**src/rtl/dshot_pkg.sv**
```systemverilog
// Shared types, constants and CRC helper for the DShot encoder.
// Optional command path is enabled by defining DSHOT_CMD_EN.
package dshot_pkg;

    typedef enum logic [1:0] {
        IDLE = 2'd0,
        LOAD = 2'd1,
        BIT  = 2'd2,
        GAP  = 2'd3
    } state_t;

    localparam int DSHOT_MIN_THROTTLE = 48;
    localparam int DSHOT_MAX_VALUE    = 2047;
    localparam int DSHOT_FRAME_BITS   = 16;
    localparam int MIX_Q_FRAC         = 28;

    // XOR of the three nibbles of {value, telemetry}
    function automatic logic [3:0] dshot_crc(input logic [11:0] v);
        return v[3:0] ^ v[7:4] ^ v[11:8];
    endfunction

endpackage

```
**src/rtl/dshot_frame_builder.sv**
```systemverilog
// Combinational throttle-to-frame conversion: clamp, scale, CRC, assembly.
// With DSHOT_CMD_EN defined, a valid command 1..47 overrides the throttle path.
module dshot_frame_builder
    import dshot_pkg::*;
(
    input  logic [31:0] throttle,
    input  logic        telem,
`ifdef DSHOT_CMD_EN
    input  logic        cmd_valid,
    input  logic [5:0]  cmd,
`endif
    output logic [15:0] frame
);

    localparam logic [31:0] Q_ONE = 32'(1) << MIX_Q_FRAC;
    localparam logic [39:0] SCALE = 40'(DSHOT_MAX_VALUE - DSHOT_MIN_THROTTLE);

    logic        positive;
    logic [28:0] clamped;
    logic [10:0] scaled;
    logic [10:0] value;
    logic        telem_eff;
    logic [11:0] v;

    assign positive = !throttle[31] && (throttle != 32'd0);
    assign clamped  = (throttle > Q_ONE) ? Q_ONE[28:0] : throttle[28:0];
    // Truncating scale: 1.0 maps to exactly 1999, so value tops out at 2047
    assign scaled   = 11'((40'(clamped) * SCALE) >> MIX_Q_FRAC);

    always_comb begin
        value     = positive ? (11'(DSHOT_MIN_THROTTLE) + scaled) : 11'd0;
        telem_eff = telem;
`ifdef DSHOT_CMD_EN
        if (cmd_valid && (cmd != 6'd0) && (cmd < 6'(DSHOT_MIN_THROTTLE))) begin
            value     = {5'd0, cmd};
            telem_eff = 1'b1;
        end
`endif
    end

    assign v     = {value, telem_eff};
    assign frame = {v, dshot_crc(v)};

endmodule

```
**src/rtl/dshot_encoder.sv**
```systemverilog
// DShot frame serialiser: latches a throttle request, builds the frame and
// drives it MSB-first with a trailing gap. Optional DSHOT_CMD_EN adds commands.
module dshot_encoder
    import dshot_pkg::*;
#(
    parameter int BIT_CLKS = 80,
    parameter int T1H_CLKS = 60,
    parameter int T0H_CLKS = 30,
    parameter int GAP_CLKS = 160
) (
    input  logic        clk,
    input  logic        rst_n,
    input  logic        update,
    input  logic [31:0] throttle,
    input  logic        telem_req,
`ifdef DSHOT_CMD_EN
    input  logic        cmd_valid,
    input  logic [5:0]  cmd,
`endif
    output logic        busy,
    output logic        frame_done,
    output logic        dshot_out
);

    state_t      state, state_nxt;
    logic [15:0] tick, tick_nxt;
    logic [3:0]  bit_idx, bit_nxt;
    logic [15:0] frame_q, frame_nxt, built;
    logic [15:0] high_len;
    logic [31:0] thr_q;
    logic        telem_q;
    logic        dshot_d;
`ifdef DSHOT_CMD_EN
    logic        cmd_valid_q;
    logic [5:0]  cmd_q;
`endif

    dshot_frame_builder u_builder (
        .throttle  (thr_q),
        .telem     (telem_q),
`ifdef DSHOT_CMD_EN
        .cmd_valid (cmd_valid_q),
        .cmd       (cmd_q),
`endif
        .frame     (built)
    );

    always_ff @(posedge clk or negedge rst_n) begin
        if (!rst_n) begin
            state     <= IDLE;
            tick      <= '0;
            bit_idx   <= '0;
            frame_q   <= '0;
            dshot_out <= 1'b0;
            thr_q     <= '0;
            telem_q   <= 1'b0;
`ifdef DSHOT_CMD_EN
            cmd_valid_q <= 1'b0;
            cmd_q       <= '0;
`endif
        end else begin
            state     <= state_nxt;
            tick      <= tick_nxt;
            bit_idx   <= bit_nxt;
            frame_q   <= frame_nxt;
            dshot_out <= dshot_d;
            if (state == IDLE && update) begin
                thr_q   <= throttle;
                telem_q <= telem_req;
`ifdef DSHOT_CMD_EN
                cmd_valid_q <= cmd_valid;
                cmd_q       <= cmd;
`endif
            end
        end
    end

    always_comb begin
        state_nxt = state;
        tick_nxt  = tick;
        bit_nxt   = bit_idx;
        frame_nxt = frame_q;
        unique case (state)
            IDLE: begin
                tick_nxt = '0;
                bit_nxt  = '0;
                if (update) state_nxt = LOAD;
            end
            LOAD: begin
                frame_nxt = built;
                tick_nxt  = '0;
                bit_nxt   = '0;
                state_nxt = BIT;
            end
            BIT: begin
                if (tick == 16'(BIT_CLKS - 1)) begin
                    tick_nxt = '0;
                    if (bit_idx == 4'(DSHOT_FRAME_BITS - 1)) state_nxt = GAP;
                    else                                     bit_nxt   = bit_idx + 4'd1;
                end else begin
                    tick_nxt = tick + 16'd1;
                end
            end
            GAP: begin
                if (tick == 16'(GAP_CLKS - 1)) begin
                    tick_nxt  = '0;
                    state_nxt = IDLE;
                end else begin
                    tick_nxt = tick + 16'd1;
                end
            end
            default: state_nxt = IDLE;
        endcase
    end

    // Line level is computed from next-state values so the pad is driven by a flop
    always_comb begin
        high_len = frame_nxt[4'd15 - bit_nxt] ? 16'(T1H_CLKS) : 16'(T0H_CLKS);
        dshot_d  = (state_nxt == BIT) && (tick_nxt < high_len);
    end

    assign busy       = (state != IDLE);
    assign frame_done = (state == GAP) && (tick == 16'(GAP_CLKS - 1));

endmodule

```
**config.mk**
```make
export PLATFORM = sky130hd
export DESIGN_NAME = dshot_encoder
export DESIGN_NICKNAME = d
export VERILOG_FILES = /design/src/rtl/dshot_pkg.sv /design/src/rtl/dshot_frame_builder.sv /design/src/rtl/dshot_encoder.sv
export SDC_FILE = /design/constraint.sdc
export NUM_CORES = 1
export LEC_CHECK = 0
export BUFFER_PORTS_ARGS = -buffer_cell sky130_fd_sc_hd__clkbuf_2
export CAP_MARGIN = 0
export CORE_ASPECT_RATIO = 2
export CORE_MARGIN = 2
export CORE_UTILIZATION = 50
export CTS_BUF_LIST = sky130_fd_sc_hd__clkbuf_8 sky130_fd_sc_hd__clkbuf_16
export CTS_CLUSTER_SIZE = 25
export DETAILED_ROUTE_END_ITERATION = 7
export GPL_TIMING_DRIVEN = 1
export PLACE_DENSITY_LB_ADDON = 0.1
export SETUP_SLACK_MARGIN = 0.1
export SYNTH_ARGS = -nofsm -noshare
export SYNTH_HDL_FRONTEND = slang
export SYNTH_HIERARCHICAL = 1
export SYNTH_SLANG_ARGS = --single-unit
```
**constraint.sdc**
```tcl
create_clock -name clk -period 12.72 [get_ports clk]
set_input_delay 1.908 -clock clk [delete_from_list [all_inputs] [get_ports clk]]
set_output_delay 1.908 -clock clk [all_outputs]
set_load 0.02 [all_outputs]
```
==> After elaboration in Yosys (flattened, before gate mapping) <==
Cells that the tools add are included.
{ "word_totals": {"wordCells": 50, "ff_bits": 72, "input_bits": 36, "output_inout_bits": 3} }
{ "op_classes": {"addsub": 4, "n_mul": 1, "n_bitwise": 2, "order_cmp": 3, "reduce_logical": 9, "n_eq_ne": 7, "mux": 17} }
{ "ops": {"columns": ["cell", "n"], "rows": [
  ["$mux 16", 3],
  ["$pmux 16 s3", 1],
  ["$mul 29x11->39 const B", 1],
  ["$gt 32x29->1 const B", 1],
  ["$reduce_bool 32->1", 1],
  ["$mux 29", 1],
  ["$add 16x1->16 const B", 1],
  ["$eq 16x7->1 const B", 1],
  ["$eq 16x8->1 const B", 1],
  ["$lt 16x6->1", 1],
  ["$add 6x11->11 const A", 1],
  ["$mux 11", 1],
  ["$mux 2", 4],
  ["$mux 4", 2],
  ["$pmux 2 s4", 1],
  ["$pmux 4 s2", 1],
  ["$xor 4x4->4", 2],
  ["$eq 2x2->1 const B", 3],
  ["$mux 6", 1],
  ["$lt 4x5->1 const B", 1],
  ["$add 4x1->4 const B", 1],
  ["$bmux 1 s4", 1],
  ["$eq 4x4->1 const B", 1],
  ["$logic_and 1x1->1", 4],
  ["7 further kinds", 7]
]} }

==> Longest topological paths before layout <==
Gate-level depths: netlist of the first run.
{ "logic_depth": {"depth_word": 13, "ltp_mapped": 44, "mapped_depth_nobuf": 40} }

==> Cells and area by module <==
The synthesis of the first run kept the hierarchy.
{ "modules_own_cells": {"columns": ["mod", "n_inst", "cells_per_inst", "area_per_inst_um2"], "rows": [
  ["dshot_frame_builder", 1, 865, 7659.8],
  ["dshot_encoder", 1, 290, 3437.0]
]} }

==> Worst setup path before layout of the first run <==
No wires, ideal clock.
{ "synth_timing": {"path_type": "register -> register", "from": "register thr_q[29]", "to": "register dshot_out", "path_buffers": 3, "setup_time_ps": 137, "path_stages_with_launch": 40, "arrival_ps": 9667, "slack_ps": 2916, "cell_sequence": "dfrtp_1 nor4_1 inv_1 o21ai_0 clkbuf_1 clkbuf_1 clkbuf_1 nand2_1 fa_1 fa_1 inv_1 fa_1 inv_1 fa_1 inv_1 fa_1 ha_1 a211oi_2 [4 not listed] and2_1 inv_1 ha_1 or4_1 a21oi_1 mux2_2 nor3_1 a211oi_1 a2111oi_4 nor4_2 inv_1 ha_1 nand2_1 nor3_1 nand2_1 and3_1 a31oi_1 a211oi_2"} }
{ "synth_rtl": {"columns": ["item", "line", "text"], "rows": [
  ["start, declared", "dshot_encoder.sv:30", "logic [31:0] thr_q;"],
  ["start signal, assigned", "dshot_encoder.sv:68", "thr_q <= throttle;"],
  ["$gt 32x29->1", "dshot_frame_builder.sv:26", "assign clamped = (throttle > Q_ONE) ? Q_ONE[28:0] : throttle[28:0];"],
  ["$mux 29", "dshot_frame_builder.sv:26", null],
  ["$mul 29x11->39", "dshot_frame_builder.sv:28", "assign scaled = 11'((40'(clamped) * SCALE) >> MIX_Q_FRAC);"],
  ["$add 6x11->11", "dshot_frame_builder.sv:31", "value = positive ? (11'(DSHOT_MIN_THROTTLE) + scaled) : 11'd0;"],
  ["$mux 11 (*)", "dshot_frame_builder.sv:31", null],
  ["via built[13]", "dshot_encoder.sv:28", "logic [15:0] frame_q, frame_nxt, built;"],
  ["$mux 16 (*)", "dshot_encoder.sv:83", "unique case (state)"],
  ["via frame_nxt[13]", "dshot_encoder.sv:28", null],
  ["$bmux 1 s4 (*)", "dshot_encoder.sv:118", "high_len = frame_nxt[4'd15 - bit_nxt] ? 16'(T1H_CLKS) : 16'(T0H_CLKS);"],
  ["$mux 1 (implied by the code) (*)", "dshot_encoder.sv:118", null],
  ["$mux 6 (*)", "dshot_encoder.sv:118", null],
  ["$lt 16x6->1 (*)", "dshot_encoder.sv:119", "dshot_d = (state_nxt == BIT) && (tick_nxt < high_len);"],
  ["$logic_and 1x1->1 (*)", "dshot_encoder.sv:119", null],
  ["via dshot_d", "dshot_encoder.sv:32", "logic dshot_d;"],
  ["end signal, assigned", "dshot_encoder.sv:66", "dshot_out <= dshot_d;"],
  ["end, declared", "dshot_encoder.sv:22", "output logic dshot_out"]
]} }
The timed path passes the listed nets; every way through them passes the cells marked *. The select of a mux whose other input is x is not followed.
A chain may end at the register's enable or synchronous reset.

==> Worst setup path after layout of the first run <==
{ "layout_timing": {"from": "register thr_q[28]", "to": "register dshot_out"} }
The elaborated chain is that of the path after synthesis.

==> results of run 1 <==
==> flip-flops by register name, summed over array words and instances (netlist names) <==
name	flops
telem_q	1
dshot_out	1
state	2
tick	16
thr_q	32
frame_q	16
bit_idx	4
==> per-stage QoR <==
| stage | utilization, % | power [W] |
|---|---|---|
| after floorplan | - | 0.002191 |
| after CTS | 54.11 | 0.003146 |
| after detailed placement | 52.53 | 0.002823 |
| after global placement | 52.53 | 0.002816 |
| after global routing | 54.11 | 0.003466 |
| final | 54.11 | 0.003117 |
==> cell usage after synthesis, types with 7 or more instances <==
library cell  number
nand4_1           14
dfrtp_1           72
clkbuf_1          29
nor2_1            52
a21o_1            15
and2_1            17
and3_1            23
xor2_1            26
or3_1              7
maj3_1             8
xnor2_1           25
nand3_1           22
fa_1             169
o21ai_0           17
nand2_1           77
mux2_2            52
ha_1              90
nor4_1             9
a21oi_1           33
nor3_1            18
inv_1            254
==> cells by family (layout without fill, tap and decap cells) <==
logic type | count (synthesis) | in the layout
AO/OA/AOI/OAI | 147 | 147
buffers and inverters | 288 | 313
adder cells (fa/ha/maj) | 267 | 267
multiplexers | 56 | 56
flip-flops | 72 | 72
XOR/XNOR | 51 | 51
AND/OR/NAND/NOR | 274 | 274
==> how the worst max path moves through the flow <==
| stage | slack, ns | start | to | cells past startpoint |
|---|---|---|---|---|
| floorplan | 2.92 | thr_q[29] | dshot_out | 39 |
| global placement | 2.09 | thr_q[28] | dshot_out | 38 |
| detailed placement | 1.98 | thr_q[28] | dshot_out | 38 |
| CTS | 1.94 | thr_q[28] | dshot_out | 38 |
| global route | 1.0 | thr_q[28] | dshot_out | 38 |
| finish | 1.93 | thr_q[28] | dshot_out | 36 |
==> layer usage <==
layer | track usage [%] | up-vias
met2 | 53.50 | 149
met3 | 4.529 | 92
met1 | 24.73 | 4102
met4 | 19.07 | 0
li1 | - | 3794
met5 | 0 | -
==> worst max-delay path, delay by kind of cell (launching register included) <==
family / cells / cell delay [ns]
multiplexers: 1 / 0.20
flip-flops: 1 / 0.42
AND/OR/NAND/NOR: 10 / 2.96
buffers and inverters: 5 / 0.79
adder cells (fa/ha/maj): 8 / 3.31
AO/OA/AOI/OAI: 11 / 2.71
XOR/XNOR: 1 / 0.25
==> final cells by class <==
cell class / count / area (sq um) / area share (%)
inverter: 254 / 953.4 / 8.022
tap: 276 / 345.3 / 2.906
sequential: 72 / 1802 / 15.16
timing repair buffer: 43 / 230.2 / 1.937
clock buffer: 9 / 225.2 / 1.895
multi-input combinational: 795 / 8209 / 69.07
clock inverter: 7 / 120.1 / 1.011
==> report_power, final <==
| part | leakage [nW] | internal, W | switching, W |
|---|---|---|---|
| registers | 0.905 | 0.000295 | 0.0000762 |
| logic | 4.70 | 0.00101 | 0.00144 |
| clock network | 0.171 | 0.000192 | 0.000106 |
| total | 5.78 | 0.00150 | 0.00162 |
==> layout by cell type (no fill, tap or decap), types with 15 or more instances in the layout <==
cell	synthesis	routed
a21o_1	15	15
a21oi_1	33	33
and2_1	17	17
and3_1	23	23
clkbuf_2	0	37
dfrtp_1	72	72
fa_1	169	169
ha_1	90	90
inv_1	254	255
mux2_2	52	52
nand2_1	77	77
nand3_1	22	22
nor2_1	52	52
nor3_1	18	18
o21ai_0	17	16
xnor2_1	25	25
xor2_1	26	26
==> impl_results.md, run 1 <==
- Synthesized area: 0.01110 sq mm
- Die height: 214.7 microns
- R2r setup slk: 1.93 ns
- Clock input transition at the sequential cells of the worst setup and hold paths: 0.06 ns
- CTS tree: built
- Reg2reg path depth: 36
- Drt wl/cell: 20.61 microns
- Non-Filler Instances: 1,456
- Final WL: 30.00 mm
- # setup viols final: 0
- Setup ws final: 1.933 ns
- # IOs: 39
- H-tree lvl count: 3
- CP Class: register to register
- Post-synthesis adder-cell area fraction: 41.36%
- Layout cells sized above 1: 11.53%
- Cell Area, Placed: 0.01154 sq mm
- First-pass GRT wire length: 48.24 mm
- Max_slew headroom: 37.21%
- Setup TNS: 0 ns
- Synth top area cells: fa_1, dfrtp_1, ha_1
- Met3 WL: 765 microns
- Hold Path End: frame_q[7]
- Hold-fix buffers, CTS: 0
- Maximum fanout along the worst path: 37
- Die footprint: 0.02347 sq mm
- Post-route cell area: 0.01189 sq mm
- Worst hold path type: register to register
- Distinct cells, synth: 85
- Highest routed layer: met4
- DRC Markers: 0
- Antenna viol nets, final: 0
- Dominant synthesized flop cell: dfrtp_1
- Number of global-route vias before repair: 9,172
- P_leak: 5.779 nW
- Max Cap Viol: 0
- Initial DRC Count: 399
- Slowest CP cell: nor4_1
- Area growth from synthesis to layout: 7.103%
- Setup bufs post-CTS: 0
- CP Capture Type: register
- Largest family of logic cells by synthesized area: adder cells
- Outcome: complete, no violations
- Synth area leader: fa_1
- Worst clock skew: 0.007033 ns
- Setup slack at placement: 1.982 ns
- Worst stage delay on the critical path: 0.80 ns
- Num Clock Sinks: 72
- Hold path depth: 1
- Clock buffer depth: 2
- TritonRoute pass-1 iters: 4
- Worst r2r dst: dshot_out
- Mux cell area share after synthesis: 5.694%
- Fill count: 2,050
- Mapped Nets: 1,450
- Pin count of the biggest net entering global routing: 49
- Gr usage total: 27.78%
- Core ar.: 0.02197 sq mm
- Critical path data required time: 12.94 ns
- I/O Buffers: 38
- N_diodes: 0
- Final GP Congestion: 0.9497
- Worst r2r src: thr_q[28]
- Yosys reg bits: 72
- GRT overflow: 0
- Yosys top cell area share: 30.49%
- Post-Synthesis Cells: 1,155
- Syn Area/Cell: 9.608 sq um
- Resized cells post-CTS: 0
- Nets: 1,470
- Hold Slack: 0.4950 ns
- Post-route minimum period: 10.79 ns
- Final hold violations: 0
- Async set or reset register ratio after synthesis: 100.0%
- Vias: 8,137
- Met1 WL: 9.003 mm
- Worst setup SP type: register
- Max-slew violations: 0
- RSZ-0062 raised after global routing: no
- Clock root buffer: clkbuf_16
- Compound-Gate Fraction of Synth Area: 9.922%
- Worst IR Drop VDD: 0.1658 mV
- Sequential area share after synthesis: 16.24%
- Antenna violations before repair: 0
- EDFF count, synth: 0
- Highest clock rate: 0.09270 GHz
- Die X: 109.3 microns
- Simple-gate area share of the yosys netlist: 12.83%
- DR WL met2: 17.89 mm
- Detailed Place HPWL: 25.91 mm
- Pwr/cell area: 262.3 mW/mm^2
- Worst skew pair latency: 0.36 ns
- Crit path DAT: 11.01 ns
- Initial core utilization: 50.52%
- Fin crit share: 84.80%
- Worst-Margin Slew: 0.9332 ns
- XOR/XNOR Fraction of Synth Area: 4.025%
- Cts bufs inserted: 9
- Row Count: 77
- Worst path most repeated cell: inv_1
- Hold wc startpoint: frame_q[7]
- Post-Place Cells: 1,440
- Routed vias/inst: 5.589
- Yosys warnings: 6
Note: power is estimated with default switching activity, not from simulation.
==> run 2, diff against run 1 <==
==> constraint.sdc (replaced) <==
create_clock -name clk -period 10.4 [get_ports clk]
set_input_delay 1.56 -clock clk [delete_from_list [all_inputs] [get_ports clk]]
set_output_delay 1.56 -clock clk [all_outputs]
set_load 0.02 [all_outputs]
==> impl_results.md, run 2 (synthesized netlist as in run 1, its figures left out) <==
- Outcome: complete, no violations (unchanged)
- Top Registers: thr_q x32, frame_q x16, tick x16 (unchanged)
- Die footprint: 0.02347 sq mm (unchanged)
- CTS tree: built (unchanged)
- Post-Place Cells: 1,466 (was 1,440)
- # setup viols final: 0 (unchanged)
- Detailed Place HPWL: 26.23 mm (was 25.91 mm)
- Max_slew headroom: 41.66% (was 37.21%)
- H-tree lvl count: 3 (unchanged)
- Cts bufs inserted: 9 (unchanged)
- CP Class: register to register (unchanged)
- Clock root buffer: clkbuf_16 (unchanged)
- Number of global-route vias before repair: 8,954 (was 9,172)
- DRC Markers: 0 (unchanged)
- Worst IR Drop VDD: 0.2268 mV (was 0.1658 mV)
- Pin count of the biggest net entering global routing: 60 (was 49)
- Fill count: 2,071 (was 2,050)
- Setup TNS: 0 ns (unchanged)
- I/O Buffers: 38 (unchanged)
- Worst clock skew: 0.007153 ns (was 0.007033 ns)
- Worst skew pair latency: 0.36 ns (about the same)
- Commonest cells after routing, fill and taps aside: inv_1, fa_1, ha_1 (unchanged)
- Nets: 1,499 (was 1,470)
- Final WL: 30.17 mm (was 30.00 mm)
- Drt wl/cell: 20.31 microns (was 20.61 microns)
- Crit path DAT: 10.13 ns (was 11.01 ns)
- Clock input transition at the sequential cells of the worst setup and hold paths: 0.06 ns (about the same)
- Pwr/cell area: 323.1 mW/mm^2 (was 262.3 mW/mm^2)
- Tot Pwr: 0.003914 W (was 0.003117 W)
- Final hold violations: 0 (unchanged)
- Worst hold path type: register to register (unchanged)
- Sequential cell area: 0.001803 sq mm (was 0.001802 sq mm)
- Area growth from synthesis to layout: 9.189% (was 7.103%)
- Vias: 8,170 (was 8,137)
- Max FFs per register: 32 (unchanged)
- Initial DRC Count: 298 (was 399)
- Setup ws final: 0.5058 ns (was 1.933 ns)
- Layout cells sized above 1: 14.47% (was 11.53%)
- Worst stage delay on the critical path: 0.59 ns (was 0.80 ns)
- Non-Filler Instances: 1,485 (was 1,456)
- Max Cap Viol: 0 (unchanged)
- N_diodes: 0 (unchanged)
- Setup slack at placement: 0.2636 ns (was 1.982 ns)
- Post-route minimum period: 9.894 ns (was 10.79 ns)
- TritonRoute pass-1 iters: 4 (unchanged)
- Row Count: 77 (unchanged)
- Core ar.: 0.02197 sq mm (unchanged)
- RSZ-0062 raised after global routing: no (unchanged)
- Antenna viol nets, final: 0 (unchanged)
- Fin crit share: 95.14% (was 84.80%)
- Commonest non-fill, non-tap cell in the layout: inv_1 (unchanged)
- Multi-input logic area: 0.008240 sq mm (was 0.008209 sq mm)
- # IOs: 39 (unchanged)
- Num Clock Sinks: 72 (unchanged)
- Gr usage total: 27.34% (was 27.78%)
- Critical path data required time: 10.64 ns (was 12.94 ns)
- Reg with most FFs: thr_q (unchanged)
- Hold-fix buffers, CTS: 0 (unchanged)
- Initial core utilization: 50.52% (unchanged)
- Worst-Margin Slew: 0.8660 ns (was 0.9332 ns)
- Die X: 109.3 microns (unchanged)
- Routed vias/inst: 5.502 (was 5.589)
- P_leak: 5.897 nW (was 5.779 nW)
- Clock buffer depth: 2 (unchanged)
- First-pass GRT wire length: 47.34 mm (was 48.24 mm)
- Final GP Congestion: 0.9309 (was 0.9497)
- Max-slew violations: 0 (unchanged)
- GRT overflow: 0 (unchanged)
- Maximum fanout along the worst path: 30 (was 37)
- Highest clock rate: 0.1011 GHz (was 0.09270 GHz)
- CP Capture Type: register (unchanged)
- Antenna violations before repair: 0 (unchanged)
- Worst setup SP type: register (unchanged)
- Die height: 214.7 microns (unchanged)
- Slowest CP cell: fa_1 (was nor4_1)
-- run 2: critical path, delay by kind of cell, from the launching register on --
family,cells,cell delay [ns]
adders and majority gates,8,3.36
and+or+nand+nor,13,2.48
AOI/OAI and AO/OA,6,1.25
buffers and inverters,8,1.06
muxes,3,0.88
DFF,1,0.48
xor gates and xnor gates,1,0.25
-- run 2: final timing paths --
kind | from | endpoint | slack, ns | cells past startpoint
setup / recovery | thr_q[14] | dshot_out | 0.51 | 39
hold reg to reg | frame_q[3] | frame_q[3] | 0.49 | 1
max in group asynchronous | rst_n | thr_q[9] | 8.24 | 2
min in group asynchronous | rst_n | frame_q[6] | 1.05 | 1
setup reg to reg | thr_q[14] | dshot_out | 0.51 | 39
hold / removal | frame_q[3] | frame_q[3] | 0.49 | 1
-- run 2: metrics by stage --
stage | hold slack, ns | instance area (sq um) | utilization [%]
floorplan | 0.4549 | 11100 | -
global placement | 0.4784 | 11740 | 53.46
detailed placement | 0.4825 | 11740 | 53.46
CTS | 0.4960 | 12060 | 54.92
global route | 0.5155 | 12120 | 55.16
finish | 0.4937 | 12120 | 55.16
-- run 2: layer usage --
| metal | GRT usage, % | vias up | wire, microns |
|---|---|---|---|
| met5 | 0 | - | 0 |
| met4 | 16.92 | 0 | 2088 |
| met3 | 3.191 | 76 | 568 |
| met2 | 53.68 | 126 | 18080 |
| met1 | 25.03 | 4101 | 9423 |
| li1 | - | 3867 | - |
-- run 2: timing repair --
action / CTS / global route
setup endpoints to repair: 0 / 1
setup buffers: 0 / 3
resized for setup: 0 / 13
-- run 2: where the power goes --
part	switching [W]	internal, W
clock	0.000131	0.000210
combinational	0.00183	0.00131
sequential	0.0000738	0.000361
total	0.00204	0.00188
-- run 2: cell type report --
class / count / area share, %
multi-input combinational: 795 / 68.01
sequential: 72 / 14.88
inverter: 254 / 7.869
timing repair buffer: 72 / 3.759
tap: 276 / 2.850
clock buffer: 9 / 1.859
clock inverter: 7 / 0.7745
